[config.mk]
export PLATFORM = sky130hd
export DESIGN_NAME = acl2_sample_sequencer
export DESIGN_NICKNAME = d
export VERILOG_FILES = /design/src/rtl/acl2_pkg.sv /design/src/rtl/acl2_tick_gen.sv /design/src/rtl/acl2_sample_sequencer.sv
export SDC_FILE = /design/constraint.sdc
export NUM_CORES = 1
export LEC_CHECK = 0
export BUFFER_PORTS_ARGS = -buffer_cell sky130_fd_sc_hd__buf_2
export CORE_MARGIN = 2
export CORE_UTILIZATION = 52
export CTS_CLUSTER_SIZE = 30
export DETAILED_ROUTE_END_ITERATION = 8
export PLACE_DENSITY_LB_ADDON = 0.15
export SYNTH_ARGS = -nofsm -noshare
export SYNTH_HDL_FRONTEND = slang
export SYNTH_HIERARCHICAL = 1
export SYNTH_SLANG_ARGS = --single-unit
[constraint.sdc]
create_clock -name CLK -period 2.9 [get_ports CLK]
set_clock_uncertainty 0.2 [all_clocks]
set_input_delay 0.435 -clock CLK [delete_from_list [all_inputs] [get_ports CLK]]
set_output_delay 0.435 -clock CLK [all_outputs]
set_load 0.02 [all_outputs]
[src/rtl/acl2_pkg.sv]
// Shared constants and state encoding for the ADXL362 (Pmod ACL2) sample sequencer.
// Optional STATUS polling is compiled in with ACL2_SEQ_STATUS_EN.
package acl2_pkg;

  localparam logic [7:0] CMD_WRITE = 8'h0A;
  localparam logic [7:0] CMD_READ  = 8'h0B;

  localparam logic [7:0] POWER_CTL = 8'h2D;
  localparam logic [7:0] STATUS    = 8'h0B;
  localparam logic [7:0] XDATA     = 8'h08;
  localparam logic [7:0] YDATA     = 8'h09;
  localparam logic [7:0] ZDATA     = 8'h0A;

  localparam logic [7:0] POWER_CTL_MEASURE = 8'h02;

  typedef enum logic [3:0] {
    PWRUP_WAIT,
    CFG_REQ,
    CFG_WAIT,
    IDLE,
`ifdef ACL2_SEQ_STATUS_EN
    STAT_REQ,
    STAT_WAIT,
`endif
    AXIS_REQ,
    AXIS_WAIT,
    PUBLISH,
    FAULT
  } acl2_state_e;

  function automatic logic [7:0] axis_addr(input logic [1:0] axis);
    case (axis)
      2'd0:    axis_addr = XDATA;
      2'd1:    axis_addr = YDATA;
      default: axis_addr = ZDATA;
    endcase
  endfunction

endpackage

[src/rtl/acl2_tick_gen.sv]
// Reloading down-counter: while run is high, tick pulses once every LOAD cycles,
// the first pulse landing on the LOAD-th running cycle.
module acl2_tick_gen #(
  parameter int unsigned LOAD = 2
) (
  input  logic CLK,
  input  logic RST,
  input  logic run,
  output logic tick
);

  localparam int unsigned CW = (LOAD > 1) ? $clog2(LOAD) : 1;
  localparam logic [CW-1:0] RELOAD = CW'(LOAD - 1);

  logic [CW-1:0] cnt_q;

  always_ff @(posedge CLK) begin
    if (RST || !run || cnt_q == '0) begin
      cnt_q <= RELOAD;
    end else begin
      cnt_q <= cnt_q - 1'b1;
    end
  end

  assign tick = run && (cnt_q == '0);

endmodule

[src/rtl/acl2_sample_sequencer.sv]
// Drives the ADXL362 SPI byte engine: power-up wait, POWER_CTL write, then periodic
// X/Y/Z reads published as one coherent triple. ACL2_SEQ_STATUS_EN adds DATA_READY polling.
module acl2_sample_sequencer
  import acl2_pkg::*;
#(
  parameter int unsigned PWRUP_CYCLES   = 625000,
  parameter int unsigned SAMPLE_DIV     = 1250000,
  parameter int unsigned TIMEOUT_CYCLES = 65535
) (
  input  logic       CLK,
  input  logic       RST,
  input  logic       ENABLE,
  output logic       SPI_START,
  output logic [7:0] SPI_CMD,
  output logic [7:0] SPI_ADDR,
  output logic [7:0] SPI_WDATA,
  input  logic       SPI_BUSY,
  input  logic       SPI_DONE,
  input  logic [7:0] SPI_RDATA,
  output logic [7:0] X_DATA,
  output logic [7:0] Y_DATA,
  output logic [7:0] Z_DATA,
  output logic       SAMPLE_VALID,
  output logic       CFG_DONE,
  output logic       ERROR
);

  localparam int unsigned TO_W = $clog2(TIMEOUT_CYCLES + 1);
  localparam logic [TO_W-1:0] TO_LAST = TO_W'(TIMEOUT_CYCLES - 1);

  acl2_state_e     state_q, state_d;
  logic [1:0]      axis_q, axis_d;
  logic [TO_W-1:0] to_cnt_q, to_cnt_d;
  logic            start_q, start_d;
  logic [7:0]      cmd_q, cmd_d, addr_q, addr_d, wdata_q, wdata_d;
  logic [7:0]      x_q, x_d, y_q, y_d, z_q, z_d;
  logic            valid_q, valid_d;
  logic            cfg_done_q, cfg_done_d;
  logic            error_q, error_d;
  logic [7:0]      sh_x_q, sh_y_q;
  logic            pwrup_run, pwrup_tick, sample_tick, to_expired, go_fault;
`ifdef ACL2_SEQ_STATUS_EN
  logic            stat_rpt_q, stat_rpt_d;
`endif

  assign pwrup_run  = (state_q == PWRUP_WAIT);
  assign to_expired = (to_cnt_q == TO_LAST);

  acl2_tick_gen #(.LOAD(PWRUP_CYCLES)) u_pwrup_tick (
    .CLK  (CLK),
    .RST  (RST),
    .run  (pwrup_run),
    .tick (pwrup_tick)
  );

  acl2_tick_gen #(.LOAD(SAMPLE_DIV)) u_sample_tick (
    .CLK  (CLK),
    .RST  (RST),
    .run  (cfg_done_q),
    .tick (sample_tick)
  );

  always_comb begin
    state_d    = state_q;
    axis_d     = axis_q;
    to_cnt_d   = to_cnt_q;
    start_d    = 1'b0;
    cmd_d      = cmd_q;
    addr_d     = addr_q;
    wdata_d    = wdata_q;
    x_d        = x_q;
    y_d        = y_q;
    z_d        = z_q;
    valid_d    = 1'b0;
    cfg_done_d = cfg_done_q;
    error_d    = error_q;
    go_fault   = 1'b0;
`ifdef ACL2_SEQ_STATUS_EN
    stat_rpt_d = stat_rpt_q;
`endif

    case (state_q)
      PWRUP_WAIT: if (pwrup_tick) state_d = CFG_REQ;

      CFG_REQ: if (!SPI_BUSY) begin
        start_d  = 1'b1;
        cmd_d    = CMD_WRITE;
        addr_d   = POWER_CTL;
        wdata_d  = POWER_CTL_MEASURE;
        to_cnt_d = '0;
        state_d  = CFG_WAIT;
      end

      CFG_WAIT: begin
        if (SPI_DONE) begin
          cfg_done_d = 1'b1;
          state_d    = IDLE;
        end else if (to_expired) go_fault = 1'b1;
        else to_cnt_d = to_cnt_q + 1'b1;
      end

      // Ticks arriving in any other state are dropped, never queued.
      IDLE: if (sample_tick && ENABLE) begin
        axis_d   = 2'd0;
        to_cnt_d = '0;
`ifdef ACL2_SEQ_STATUS_EN
        stat_rpt_d = 1'b0;
        state_d    = STAT_REQ;
`else
        state_d    = AXIS_REQ;
`endif
      end

`ifdef ACL2_SEQ_STATUS_EN
      // The poll timeout spans every repeat, so the count only restarts on leaving IDLE.
      STAT_REQ: begin
        if (stat_rpt_q) begin
          if (to_expired) go_fault = 1'b1;
          else to_cnt_d = to_cnt_q + 1'b1;
        end
        if (!SPI_BUSY && !go_fault) begin
          start_d = 1'b1;
          cmd_d   = CMD_READ;
          addr_d  = STATUS;
          wdata_d = 8'h00;
          state_d = STAT_WAIT;
        end
      end

      STAT_WAIT: begin
        if (SPI_DONE && SPI_RDATA[0]) begin
          axis_d   = 2'd0;
          to_cnt_d = '0;
          if (!SPI_BUSY) begin
            start_d = 1'b1;
            cmd_d   = CMD_READ;
            addr_d  = XDATA;
            state_d = AXIS_WAIT;
          end else state_d = AXIS_REQ;
        end else if (to_expired) go_fault = 1'b1;
        else begin
          to_cnt_d = to_cnt_q + 1'b1;
          if (SPI_DONE) begin
            stat_rpt_d = 1'b1;
            if (!SPI_BUSY) start_d = 1'b1;
            else state_d = STAT_REQ;
          end
        end
      end
`endif

      AXIS_REQ: if (!SPI_BUSY) begin
        start_d  = 1'b1;
        cmd_d    = CMD_READ;
        addr_d   = axis_addr(axis_q);
        wdata_d  = 8'h00;
        to_cnt_d = '0;
        state_d  = AXIS_WAIT;
      end

      // Z bypasses its shadow so the triple is published the cycle after its DONE.
      AXIS_WAIT: begin
        if (SPI_DONE) begin
          to_cnt_d = '0;
          if (axis_q == 2'd2) begin
            x_d     = sh_x_q;
            y_d     = sh_y_q;
            z_d     = SPI_RDATA;
            valid_d = 1'b1;
            state_d = PUBLISH;
          end else begin
            axis_d = axis_q + 2'd1;
            if (!SPI_BUSY) begin
              start_d = 1'b1;
              addr_d  = axis_addr(axis_q + 2'd1);
            end else state_d = AXIS_REQ;
          end
        end else if (to_expired) go_fault = 1'b1;
        else to_cnt_d = to_cnt_q + 1'b1;
      end

      PUBLISH: state_d = IDLE;

      FAULT: state_d = FAULT;

      default: state_d = FAULT;
    endcase

    if (go_fault) begin
      state_d = FAULT;
      error_d = 1'b1;
    end
  end

  always_ff @(posedge CLK) begin
    if (RST) begin
      state_q    <= PWRUP_WAIT;
      axis_q     <= 2'd0;
      to_cnt_q   <= '0;
      start_q    <= 1'b0;
      cmd_q      <= 8'h00;
      addr_q     <= 8'h00;
      wdata_q    <= 8'h00;
      x_q        <= 8'h00;
      y_q        <= 8'h00;
      z_q        <= 8'h00;
      valid_q    <= 1'b0;
      cfg_done_q <= 1'b0;
      error_q    <= 1'b0;
`ifdef ACL2_SEQ_STATUS_EN
      stat_rpt_q <= 1'b0;
`endif
    end else begin
      state_q    <= state_d;
      axis_q     <= axis_d;
      to_cnt_q   <= to_cnt_d;
      start_q    <= start_d;
      cmd_q      <= cmd_d;
      addr_q     <= addr_d;
      wdata_q    <= wdata_d;
      x_q        <= x_d;
      y_q        <= y_d;
      z_q        <= z_d;
      valid_q    <= valid_d;
      cfg_done_q <= cfg_done_d;
      error_q    <= error_d;
`ifdef ACL2_SEQ_STATUS_EN
      stat_rpt_q <= stat_rpt_d;
`endif
    end
  end

  always_ff @(posedge CLK) begin
    if (state_q == AXIS_WAIT && SPI_DONE) begin
      case (axis_q)
        2'd0:    sh_x_q <= SPI_RDATA;
        2'd1:    sh_y_q <= SPI_RDATA;
        default: ;
      endcase
    end
  end

  assign SPI_START    = start_q;
  assign SPI_CMD      = cmd_q;
  assign SPI_ADDR     = addr_q;
  assign SPI_WDATA    = wdata_q;
  assign X_DATA       = x_q;
  assign Y_DATA       = y_q;
  assign Z_DATA       = z_q;
  assign SAMPLE_VALID = valid_q;
  assign CFG_DONE     = cfg_done_q;
  assign ERROR        = error_q;

endmodule

# Yosys cells after proc, flatten, opt, wreduce, memory -nomap -nowiden
# Index checks and enable logic that the tools add are counted.
# totals
ff_bits	131
latchBits	0
mem_bits_rw	0
mem_bits_ro	0
inputBits	13
out_inout_bits	52
word_cells	127
n_memories	0
# op_classes
addsub	4
multipliers	0
div_mod_pow	0
order_cmp	0
eq_ne	28
shift	0
mux	42
bitwise	2
n_reduce_logical	33
# op_table
cell	n
2-to-1 mux 16 bit	5
2-to-1 mux 8 bit	9
case mux 16 bit (4 select lines)	1
2-to-1 mux 4 bit	8
case mux 8 bit (2 select lines)	2
case mux 4 bit (7 select lines)	1
case mux 8 bit (3 select lines)	1
zero test 21 bit	1
!= test 3 bit (second input constant)	7
subtractor 21 x 1 -> 21 bit (second input constant)	1
zero test 20 bit	1
!= test 2 bit (second input constant)	10
subtractor 20 x 1 -> 20 bit (second input constant)	1
adder 16 x 1 -> 16 bit (second input constant)	1
== test 16 bit (second input constant)	1
AND reduction 7 bit	2
== test 4 x 3 -> 1 bit (second input constant)	3
case mux 2 bit (2 select lines)	3
== test 4 x 2 -> 1 bit (second input constant)	2
AND reduction 4 bit	2
2-to-1 mux 1 bit	7
2-to-1 mux 2 bit	3
AND reduction 2 bit	3
AND reduction 3 bit	2
19 further kinds	32

# Depth between registers and ports, before layout
# Gate-level depths: netlist (run 1).
# depth
ltp_word	7
ltp_mapped	12
ltp_nobuf	10

# Modules after synthesis
# The synthesis (run 1) kept the hierarchy.
# by_module_without_submodules
mod	n_inst	cells_each	area_per_inst_um2	seq_area_each_um2
acl2_sample_sequencer	1	345	3216.8	1601.5
acl2_tick_gen (u_pwrup_tick)	1	106	998.5	400.4
acl2_tick_gen (u_sample_tick)	1	110	973.4	420.4

# Worst setup path before layout (run 1)
# Ideal clock, no wire load.
# synth_path
path_kind	register to register
from	reg u_sample_tick.cnt_q[16]
to	reg to_cnt_q[13]
setup_ps	121
t_arrival_ps	2760
required_time_ps	2579
setup_slack_ps	-181
path_stages_with_launch	10
n_path_buf	1
synth_period_minus_slack_ps	3081
path_cell_list	dfxtp_1 > or4_1 > buf_2 > nor4_1 > and3_1 > nand2_1 > a311o_4 > nor3_4 > nand4_1 > mux2_4
# synth_via
elab_chain_cells	5
# synth_rtl
item	line	source
from (decl)	acl2_tick_gen.sv:15	logic [CW-1:0] cnt_q;
from (signal assigned)	acl2_tick_gen.sv:21	cnt_q <= cnt_q - 1'b1;
zero test 21 bit	acl2_tick_gen.sv:25	assign tick = run && (cnt_q == '0);
logical AND 1 bit	acl2_tick_gen.sv:25	
via sample_tick	acl2_sample_sequencer.sv:41	logic pwrup_run, pwrup_tick, sample_tick, to_expired, go_fault;
logical AND 1 bit	acl2_sample_sequencer.sv:103	IDLE: if (sample_tick && ENABLE) begin
!= test 2 bit (no source line)	--	
AND reduction 4 bit (no source line)	--	
to (signal assigned)	acl2_sample_sequencer.sv:216	to_cnt_q <= to_cnt_d;
to (decl)	acl2_sample_sequencer.sv:33	logic [TO_W-1:0] to_cnt_q, to_cnt_d;
# The timed path passes the listed nets, and every way through them passes these cells.
# A chain may end at the register's enable or synchronous reset.

# Worst setup path after layout (run 1)
# layout_path
from	reg u_sample_tick.cnt_q[17]
to	reg to_cnt_q[5]
# The elaborated chain is that of the path after synthesis.

==> results of run 1 <==
[path summary, 6_finish.rpt]
path,start,to,slack (ns),depth (start not counted)
setup / recovery,u_sample_tick/cnt_q[17],to_cnt_q[5],0.11,8
hold / removal,RST,u_sample_tick/cnt_q[18],0.08,3
setup reg to reg,u_sample_tick/cnt_q[17],to_cnt_q[5],0.11,8
hold reg to reg,u_sample_tick/cnt_q[0],u_sample_tick/cnt_q[0],0.23,1
[cell usage in the layout (no fill, tap or decap), types with 11 or more instances in the layout]
cell type	count
buf_2	49
nor2_1	44
buf_4	27
a21oi_1	48
conb_1	15
edfxtp_1	16
nor3_1	14
clkbuf_16	16
nand2_1	81
nand3_1	14
xnor2_1	20
xor2_1	11
dfxtp_1	97
inv_1	17
[cells in the mapped netlist, drive strengths merged, types with 7 or more instances]
library cell,n
dfxtp,97
nand2,82
a21oi,50
nor2,45
buf,30
xnor2,20
inv,18
nor3,17
edfxtp,16
nand3,14
nor4,13
clkbuf,12
or4,11
xor2,11
nand4,10
ha,9
o21ai,9
and3,7
nand2b,7
nor3b,7
or3,7
[per-layer routing]
| layer | vias up | part of all wire | routed length, um |
|---|---|---|---|
| li1 | 2115 | - | - |
| met1 | 1976 | 0.45 | 5000 |
| met2 | 74 | 0.50 | 5490 |
| met3 | 10 | 0.037 | 411 |
| met4 | 0 | 0.010 | 110 |
| met5 | - | 0 | 0 |
[worst max-delay path, delay by kind of cell (launching register included)]
kind	cells	cell delay [ns]
flops	1	0.31
simple gates	5	1.55
compound gates	3	0.68
[where the power goes]
part           internal (mW)  switching, mW  total [mW]
Combinational         0.0261         0.0546      0.0807
Sequential              1.59        0.00592        1.60
Clock                   1.41          0.758        2.16
[layout make-up]
type	instances	share of cell area
Tap cell	133	0.0261
Multi-Input combinational cell	402	0.403
Sequential cell	113	0.380
Inverter	18	0.0106
Timing Repair Buffer	84	0.0828
Clock inverter	15	0.0324
Clock buffer	17	0.0650
[flip-flops by register name, summed over array words and instances (netlist names)]
register	cells
u_sample_tick/cnt_q	21
u_pwrup_tick/cnt_q	20
to_cnt_q	16
X_DATA	8
Y_DATA	8
Z_DATA	8
sh_x_q	8
sh_y_q	8
SPI_ADDR	4
state_q	3
SPI_CMD	2
axis_q	2
CFG_DONE	1
ERROR	1
SAMPLE_VALID	1
SPI_START	1
SPI_WDATA	1
[per-stage QoR]
step | setup WS, ns | setup TNS [ns] | area [um^2]
floorplan | 0.0192 | 0 | 5260
global placement | 0.0654 | 0 | 5590
detailed placement | -0.0412 | -0.0626 | 5590
CTS | 0.00384 | 0 | 6330
global route | 0.00896 | 0 | 6380
finish | 0.108 | 0 | 6380
[kinds of logic after synthesis]
kind of cell | synth area share
buffers and inverters | 0.0620
AO/OA/AOI/OAI | 0.126
other | 0.000723
flip-flops | 0.467
adder cells (fa/ha/maj) | 0.0217
XOR/XNOR | 0.0523
AND/OR/NAND/NOR | 0.262
multiplexers | 0.00868
[timing repair]
item                                    in CTS  in global routing
endpoints found under the hold margin       24                  0
endpoints found under the setup margin      10                 15
resized for setup                            3                 11
gates cloned                                 0                  0
pin swaps                                    2                  3
hold buffers                                 8                  0
buffers inserted                             3                  1
==> results summary, run 1 <==
The run finished with clean final reports. The root buffer selected by CTS is clkbuf_8. Walking the worst path, the cells encountered are or4_4, nor4_4, and3_4, nand2_2, a311oi_4, o211ai_4, or4_4, a21oi_2. The number of sinks handled by clock tree synthesis is 113. The worst hold-check slack came out at between 0.08 and 0.09 ns. The unique cell type count in the Yosys netlist is 74.

The number of synthesized register bits came out at about 110. The static leakage is 2.46 nW. The number of global-route vias before repair is 3968. Data on the critical path is required at its endpoint by 3.15 ns.

The standard cell core area came out at 9730 um^2. The number of flops mapped to enable cells by yosys is 16. The data arrival time of the critical path is 3.05 ns. The worst-margin pin slew came out at approximately 0.63 ns.

The number of vias per cell after detailed routing came out at about 5.3. The detail route stage leaves a number of antenna-violating nets equal to 0. In the global route stage, met1 resource usage came out at 0.267. The count of synthesis-stage warnings from yosys came out at 6.

Synthesis produced approximately 560 cells. The worst setup path is captured at a flop. The part of the Yosys area used for sequential elements is 0.467.

The aggregate global-route resource usage came out at 0.213. The detailed-route DRC error count is 0. The completed layout was analyzed and its total power is 3.84 mW.

The share of post-route cells with drive strength above 1 is 0.220. For this design the top-level I/O count stands at 65. The nature of the critical path startpoint is a flop.

The number of nets in the final layout is 658. The most prevalent standard cell on the critical path is or4_4. The first global-routing pass estimated ~19000 um of wire.

The sequential cell area in the final layout came out at 2420 um^2. Including well taps, the total number of placed cells is 738. The number of H-tree branching levels came out at 4. The number of CTS-inserted buffers is 17.

The worst pin sits at a relative slew slack of 0.580. The pin count of the biggest net entering global routing came out at 44. After filler insertion, the fill cell instance count of the layout stands at 819. The number of max-slew violations in the final report came to 0.

The total overflow reported by the global router came out at 0. The biggest fanout along the worst timing path is 5. The initial utilization of the core area, before any placement, comes to 0.533. The multi-input gate area in the final layout came out at roughly 2600 um^2. 0 antenna diodes ended up in the layout. A synthesized cell averages 9.25 um^2. The maximum clock frequency is 358 MHz. The area of the mapped netlist is ~5200 um^2. The final-report hold violation count came to 0.

The total wire length after detailed routing is 11000 um. Routability-driven placement finished with a final weighted congestion of 0.793. The top cell type by total area after synthesis is dfxtp_1.

The detailed-router iteration count before antenna repair came out at 4. In the finished design, the share of the clock period the worst path needs comes to 0.963. The detailed-route wire length per cell is 14.1 um. Dividing total power by cell area gives a power density of 603 nW/um^2. Setup repair after global routing left no endpoint under its margin. The number of setup violations in the final report came out at 0. The count of buffers added on input and output ports is 49.

The slowest cell on the critical path is or4_4. Among all flip-flop cells after synthesis, the most frequent one is dfxtp_1. The buffer levels on the longest clock path is 2. Yosys attributes the largest share of cell area to dfxtp_1, edfxtp_1, nand2_1, a21oi_1, xnor2_1.

The critical path in this run is classified as reg -> reg. The overall die width came out at 104 um. For this run, global-route usage on met3 was measured as 0.0627. The minimum period implied by the final worst setup slack came out at 2.79 ns. VDD sags by at most 0.000777 V. Relative to the synthesized area, the layout overhead comes to 22.9%. After the flow finishes, the layout carries non-filler instances totaling between 700 and 800.

The share of synthesized area in the top cell type comes to 0.374. For this run, the slowest stage of the critical path takes 0.56 ns. The final design utilization is 0.655. The proportion of synthesized flip-flops having asynchronous set or reset came out at 0. The number of max-cap violations came out at 0.

The height of the chip is approximately 100 um. The number of DRC markers in iteration 0 is about 190. The number of antenna violations at the first check in global routing is 0. The via total after detailed routing is about 4200. Clock-pin slew was measured on the worst setup and hold paths at 0.06 ns. In this run the most used layer during global routing was met2.

The insertion delay to the later sink of the worst-skew pair came out at 0.51 ns. The full die area came out at 10800 um^2. The global routing usage on met2 came out at 0.351. The clock tree from TritonCTS is built. In this run the core area contains 36 standard-cell rows. The type of the tightest min-delay check is in -> reg.

The post-DP HPWL is 7360 um.
Note: power is estimated with default switching activity, not from simulation.
==> run 2: changes to the inputs <==
CORE_ASPECT_RATIO = 0.7   (was not set)
==> results summary, run 2 (synthesis gave the netlist of run 1 again) <==
The total overflow left after global routing is 0. The relative slew slack is 0.620. The biggest fanout along the worst timing path came out at 3. The final cell count without fillers came out at about 770. The worst setup path is launched from a flop. The final instance area came out at 6320 um^2. The height of the chip is 87.6 um. Of the cells placed in the final design, the portion with a size suffix greater than 1 is 0.216.

STA classifies the critical path endpoint as a flop. The count of port buffers added during placement came out at 49. The fraction of the cycle the final worst path needs came out at 0.960.

Counting flops per register, the top entry is u_sample_tick/cnt_q. The number of flip-flops under the largest register name came out at 21. The die covers 10800 um^2.

Entering global routing, the biggest net connects 28 pins. In the layout the commonest cells are dfxtp_1, nand2_1, a21oi_1, buf_2, nor2_1. The multi-input combinational cells in the finished layout cover a total of 2560 um^2. The clock transition time at the flip-flop clock pins of the worst setup and hold paths is 0.05 ns. The kind of critical path is reg -> reg.

Dividing the detail-routed wire length by the instance count gives 14.0 um. From left edge to right edge, the die measures between 100 and 150 um. The family with the most delay on the worst path is simple AND/OR/NAND/NOR gates. For the worst-skew pair, the clock arrives at the later sink with an insertion delay of 0.40 ns. Dividing the detail-routed via count by the number of cells gives 5.36. The library cell used most frequently in the layout, excluding fill and tap cells, is dfxtp_1. Walking the worst path, the cells encountered are or4_4, nor4_4, and3_4, nand2_2, a311oi_4, o211ai_4, or4_4, a21oi_2. The wire-length estimate of the detail-placed layout is 7230 um. The total wire length after detailed routing came out at 10800 um. The routability congestion estimate from global placement is between 0.7 and 0.8. The number of max-slew violations in the final report came out at 0. The number of antenna violations at the first check in global routing came out at 0. On the worst path, the slowest cell contributes a delay of 0.55 ns. The number of nets in the final layout came out at 653. The sequential cell area in the final layout came out at 2420 um^2. The number of antenna-violating nets in the routed design is 0. Counting the buffers created by CTS gives 17. The final design utilization is 0.653. The initial utilization of the core area, before any placement, comes to 0.536. The clock passes through at most 2 buffers. TritonCTS built the clock tree. The first global-routing pass estimated 17200 um of wire.

The worst path needs between 2 and 3 ns of the cycle, external delays included. The placement-stage cell area came out at 5600 um^2. The aggregate global-route resource usage came out at 0.205. At the worst endpoint, the required time is around 3.0 ns. For this design, the sink count on the clock tree is 113.

The number of DRC markers in iteration 0 came out at 320. The row count is 30. Max-cap violations in this run came to 0.

For the pin with the worst max-slew slack, the measured transition is 0.566 ns. The maximum vdd drop came out at 0.000471 V. The largest registers in the layout are u_sample_tick/cnt_q: 21 flops, u_pwrup_tick/cnt_q: 20 flops, to_cnt_q: 16 flops.

For this design the ratio of total power to cell area is just over 600 nW/um^2. From synthesis to final layout, the design area changed by 21.8%. By instance count, the cell type seen most on the critical path is or4_4.

The number of global-route vias before repair came out at 3665. The buffering stage count on the worst path with inverters included came out at 0. The cts-stage hold buffer count is 0. The post-placement cell count came out at 735. The slowest cell on the critical path is or4_4. The detailed-route DRC error count is 0. The final-report hold violation count came out at 0.

The core region is 9680 um^2. The layout has 781 filler cells. The type of the tightest min-delay check is in -> reg. The flow ran to the end, and the final reports show no timing, DRC or antenna violations. The detailed-router iteration count before antenna repair is 4.

In this run the count of I/O pins placed on the die edge is 65. Setup violations remaining at the end of the flow were counted as 0. The static leakage came out at roughly 2.4 nW. Across all layers, the routed design uses 4136 vias.

The antenna cell count is 0. The data arrival time of the critical path is a little under 3 ns. Based on the critical path, the design can be clocked at up to 359 MHz.

The tree is rooted in a clkbuf_16. In this run the number of H-tree levels came out at 4.
## run 2: area by class of cell
cell class,count,area share
Multi-Input combinational cell,402,0.405
Sequential cell,113,0.383
Clock inverter,12,0.0295
Tap cell,128,0.0253
Inverter,18,0.0107
Clock buffer,20,0.0722
Timing Repair Buffer,79,0.0744
## run 2: worst paths after layout
kind | cells past startpoint | endpoint | startpoint | slack (ns)
max reg2reg | 8 | to_cnt_q[5] | u_sample_tick/cnt_q[15] | 0.12
min | 1 | sh_y_q[7] | SPI_RDATA[7] | 0.03
min reg2reg | 1 | u_sample_tick/cnt_q[0] | u_sample_tick/cnt_q[0] | 0.21
max | 8 | to_cnt_q[5] | u_sample_tick/cnt_q[15] | 0.12
## run 2: per-stage QoR
stage / setup WS (ns) / hold slack [ns] / total power, mW / setup TNS [ns]
2_1_floorplan: 0.0192 / 0.183 / 1.69 / 0
3_3_place_gp: 0.0255 / 0.189 / 1.70 / 0
3_5_place_dp: -0.0439 / 0.198 / 1.70 / -0.114
4_1_cts: 0.0393 / 0.0186 / 3.96 / 0
5_1_grt: -0.00983 / 0.0280 / 4.03 / -0.0173
6_report: 0.115 / 0.0317 / 3.92 / 0
## run 2: power by group
group | internal (mW) | switching, mW
clock network | 1.56 | 0.699
logic | 0.0176 | 0.0531
registers | 1.59 | 0.00544
total | 3.17 | 0.757
## run 2: repair_timing
item                       4_1_cts  5_1_grt
setup buffers                    3        2
hold endpoints to repair         0        0
resized for setup                4        6
pin swaps                        6        4
setup endpoints to repair        8       14
## run 2: layer usage
| layer | up-vias | global-route usage | share of wire |
|---|---|---|---|
| met5 | - | 0 | 0 |
| met4 | 0 | 0.0826 | 0.010 |
| met3 | 12 | 0.0566 | 0.042 |
| met2 | 91 | 0.311 | 0.45 |
| met1 | 1933 | 0.279 | 0.50 |
| li1 | 2100 | - | - |
## run 2: worst register-to-register path, stage by stage (launching register included)
cell and delay, ns:
dfxtp_1 0.30, or4_4 0.55, nor4_4 0.18, and3_4 0.24
nand2_2 0.08, a311oi_4 0.39, o211ai_4 0.13, or4_4 0.49
a21oi_2 0.15
==> run 3: changes to the inputs <==
CAP_MARGIN = 20   (was not set)
CELL_PAD_IN_SITES_DETAIL_PLACEMENT = 1   (was not set)
CELL_PAD_IN_SITES_GLOBAL_PLACEMENT = 2   (was not set)
CORE_UTILIZATION = 32   (was 52)
==> results summary, run 3 (synthesis gave the netlist of run 1 again) <==
Relative to the synthesized area, the layout overhead comes to 24.1%. Dividing the final minimum period by the clock period gives 0.961. The number of vias per cell after detailed routing is 5.01. The detailed router placed 4235 vias in this run. The worst setup path is launched from a flop. The number of sinks handled by clock tree synthesis came out at 113. The clock transition time at the flip-flop clock pins of the worst setup and hold paths came out at approximately 0.050 ns. The number of clock buffers added by TritonCTS is 17. The initial core utilization came out at 0.331.

The total overflow reported by the global router is 0. The count of port buffers added during placement came out at between 40 and 50. The worst path needs 2.79 ns of the cycle, external delays included.

The largest registers in the layout are u_sample_tick/cnt_q: 21 flops, u_pwrup_tick/cnt_q: 20 flops, to_cnt_q: 16 flops. The number of max-slew violations in the final report was 0. The buffer levels on the longest clock path came out at 2. Counting instances, the worst hold path has a depth of 1.

The static leakage is 2.44 nW. The number of max-cap violations came out at 0. Setup repair after global routing could not meet its margin everywhere. The detail route stage leaves a number of antenna-violating nets equal to 0. The number of antenna violations at the first check in global routing is 0. The clock tree from TritonCTS is built. The row count came out at 38. The pin count of the biggest net entering global routing came out at 37. The multi-input combinational cells in the finished layout cover a total of 2550 um^2. The relative slew slack came out at 0.642.

The routability congestion estimate from global placement is 0.746. The tree is rooted in a clkbuf_16. The critical path data required time came out at about 3.0 ns. The maximum clock frequency came out at 359 MHz. At the pin with the least slew margin, the transition time is between 0.5 and 0.6 ns.

The worst path meets setup with about 0.11 ns of slack. The detailed-router iteration count before antenna repair came out at 4. In this run the standard cell core region covers 15700 um^2.

Of all nets on the critical path, the largest fanout is 3. The register with the most flip-flops in the layout has 21 of them. The number of DRC markers in iteration 0 is 187.

The post-DP HPWL is 9250 um. The worst-case hold path end point is sh_y_q[3]. The sequential cell area in the final layout is approximately 2400 um^2. For this run, the slowest stage of the critical path takes 0.55 ns. For this design, the slowest cell found on the critical path is or4_4.

STA classifies the critical path endpoint as a flop. In the global route stage, overall resource usage came out at 0.158. The count of cells along the worst register-to-register path came out at 8. The antenna cell count came out at 0. After the flow finishes, the layout carries non-filler instances totaling 846.

In the layout the commonest cells are dfxtp_1, nand2_1, a21oi_1. The number of H-tree branching levels came out at 4. In this run the most critical hold path is launched from SPI_RDATA[3]. At the placement stage, the worst setup path has a slack of -0.00894 ns. For this run, design rule violations remaining after detail routing come to 0. The first global-routing pass estimated 21800 um of wire.

The routed design has 13000 um of wire. The leading cell type in the layout, fill and taps excluded is dfxtp_1. Setup violations remaining at the end of the flow were counted as 0. The full die area is 17300 um^2. For the worst-skew pair, the clock arrives at the later sink with an insertion delay of 0.42 ns.

The die is 156 um wide. Across the VDD grid, the largest voltage drop is 0.000341 V. Traced cell by cell, the critical path runs through or4_4, nor4_4, and3_4, nand2_4, a311oi_4, o211ai_4, or4_1, a21oi_1. The share of post-route cells with drive strength above 1 is 0.224. The number of global-route vias before repair is 4260. The post-placement cell count came out at 810. The layout filler cell count came out at 1801. u_sample_tick/cnt_q holds more flip-flops than any other register. The number of nets in the final layout is 655.

The count of pins on the block boundary came out at 65. The height of the chip came out at around 110 um. The startpoint identified for the worst register-to-register timing path is u_sample_tick/cnt_q[17]. The endpoint identified for the worst register-to-register timing path is to_cnt_q[5]. The final-report hold violation count is 0. For this design the ratio of total power to cell area is 616 nW/um^2.

The type of the tightest min-delay check is in -> reg. The setup slack of the most critical reg-to-reg path came out at 0.11 ns. The critical path in this run is classified as reg -> reg.

The detailed-route wire length per cell came out at 15.4 um. The completed layout was analyzed and its total power is slightly below 4 mW. The flow ran to the end, and the final reports show no timing, DRC or antenna violations. The cts-stage hold buffer count came out at 0.

The data arrival time of the critical path is 2.93 ns.
-- run 3: cell count changes in the layout (fill, tap and decap cells not counted), sizes merged --
| cell | change |
|---|---|
| buf | +2 |
| clkbuf | +1 |
| clkinv | -1 |
-- run 3: how the worst max path moves through the flow --
stage,start,endpoint,cells after the start,slack [ns]
after floorplan,u_sample_tick/cnt_q[16],to_cnt_q[13],9,0.02
after global placement,u_sample_tick/cnt_q[17],to_cnt_q[4],9,0.07
after detailed placement,u_sample_tick/cnt_q[17],to_cnt_q[3],8,-0.009
after CTS,u_sample_tick/cnt_q[1],to_cnt_q[3],10,0.01
after global routing,u_sample_tick/cnt_q[17],to_cnt_q[5],8,-0.01
final,u_sample_tick/cnt_q[17],to_cnt_q[5],8,0.11
-- run 3: repair_timing --
item	4_1_cts	5_1_grt
setup buffers	0	4
pin swaps	2	7
endpoints found under the setup margin	6	16
gates resized for setup	1	13
-- run 3: worst max-delay path, delay by kind of cell, from the launching register on --
family,cells,cell delay [ns]
flip-flops,1,0.32
AO/OA/AOI/OAI,3,0.68
AND/OR/NAND/NOR,5,1.56
-- run 3: cell type report --
| type | instances | share of cell area |
|---|---|---|
| Multi-Input combinational cell | 402 | 0.397 |
| Sequential cell | 113 | 0.377 |
| Timing Repair Buffer | 81 | 0.0773 |
| Clock buffer | 21 | 0.0715 |
| Tap cell | 200 | 0.0389 |
| Clock inverter | 11 | 0.0286 |
| Inverter | 18 | 0.0105 |
-- run 3: per-layer routing --
metal | vias to the layer above | wire length [um] | GRT usage
met2 | 63 | 5630 | 0.239
met5 | - | 0 | 0
met3 | 11 | 510 | 0.0424
met1 | 2056 | 6760 | 0.219
met4 | 0 | 126 | 0.0514
li1 | 2105 | - | -
-- run 3: power by group --
group / switching (mW) / internal (mW) / leakage, nW
Combinational: 0.0564 / 0.0187 / 1.21
Sequential: 0.00569 / 1.59 / 0.925
Clock: 0.732 / 1.56 / 0.312
-- run 3: per-stage QoR --
step           instance area [um^2]  utilization  hold slack [ns]  setup TNS (ns)
3_3_place_gp                   5720        0.365            0.219               0
6_report                       6440        0.411           0.0341               0
2_1_floorplan                  5260            -            0.183               0
5_1_grt                        6440        0.411           0.0135         -0.0101
4_1_cts                        6370        0.406           0.0133               0
3_5_place_dp                   5720        0.365            0.232        -0.00992
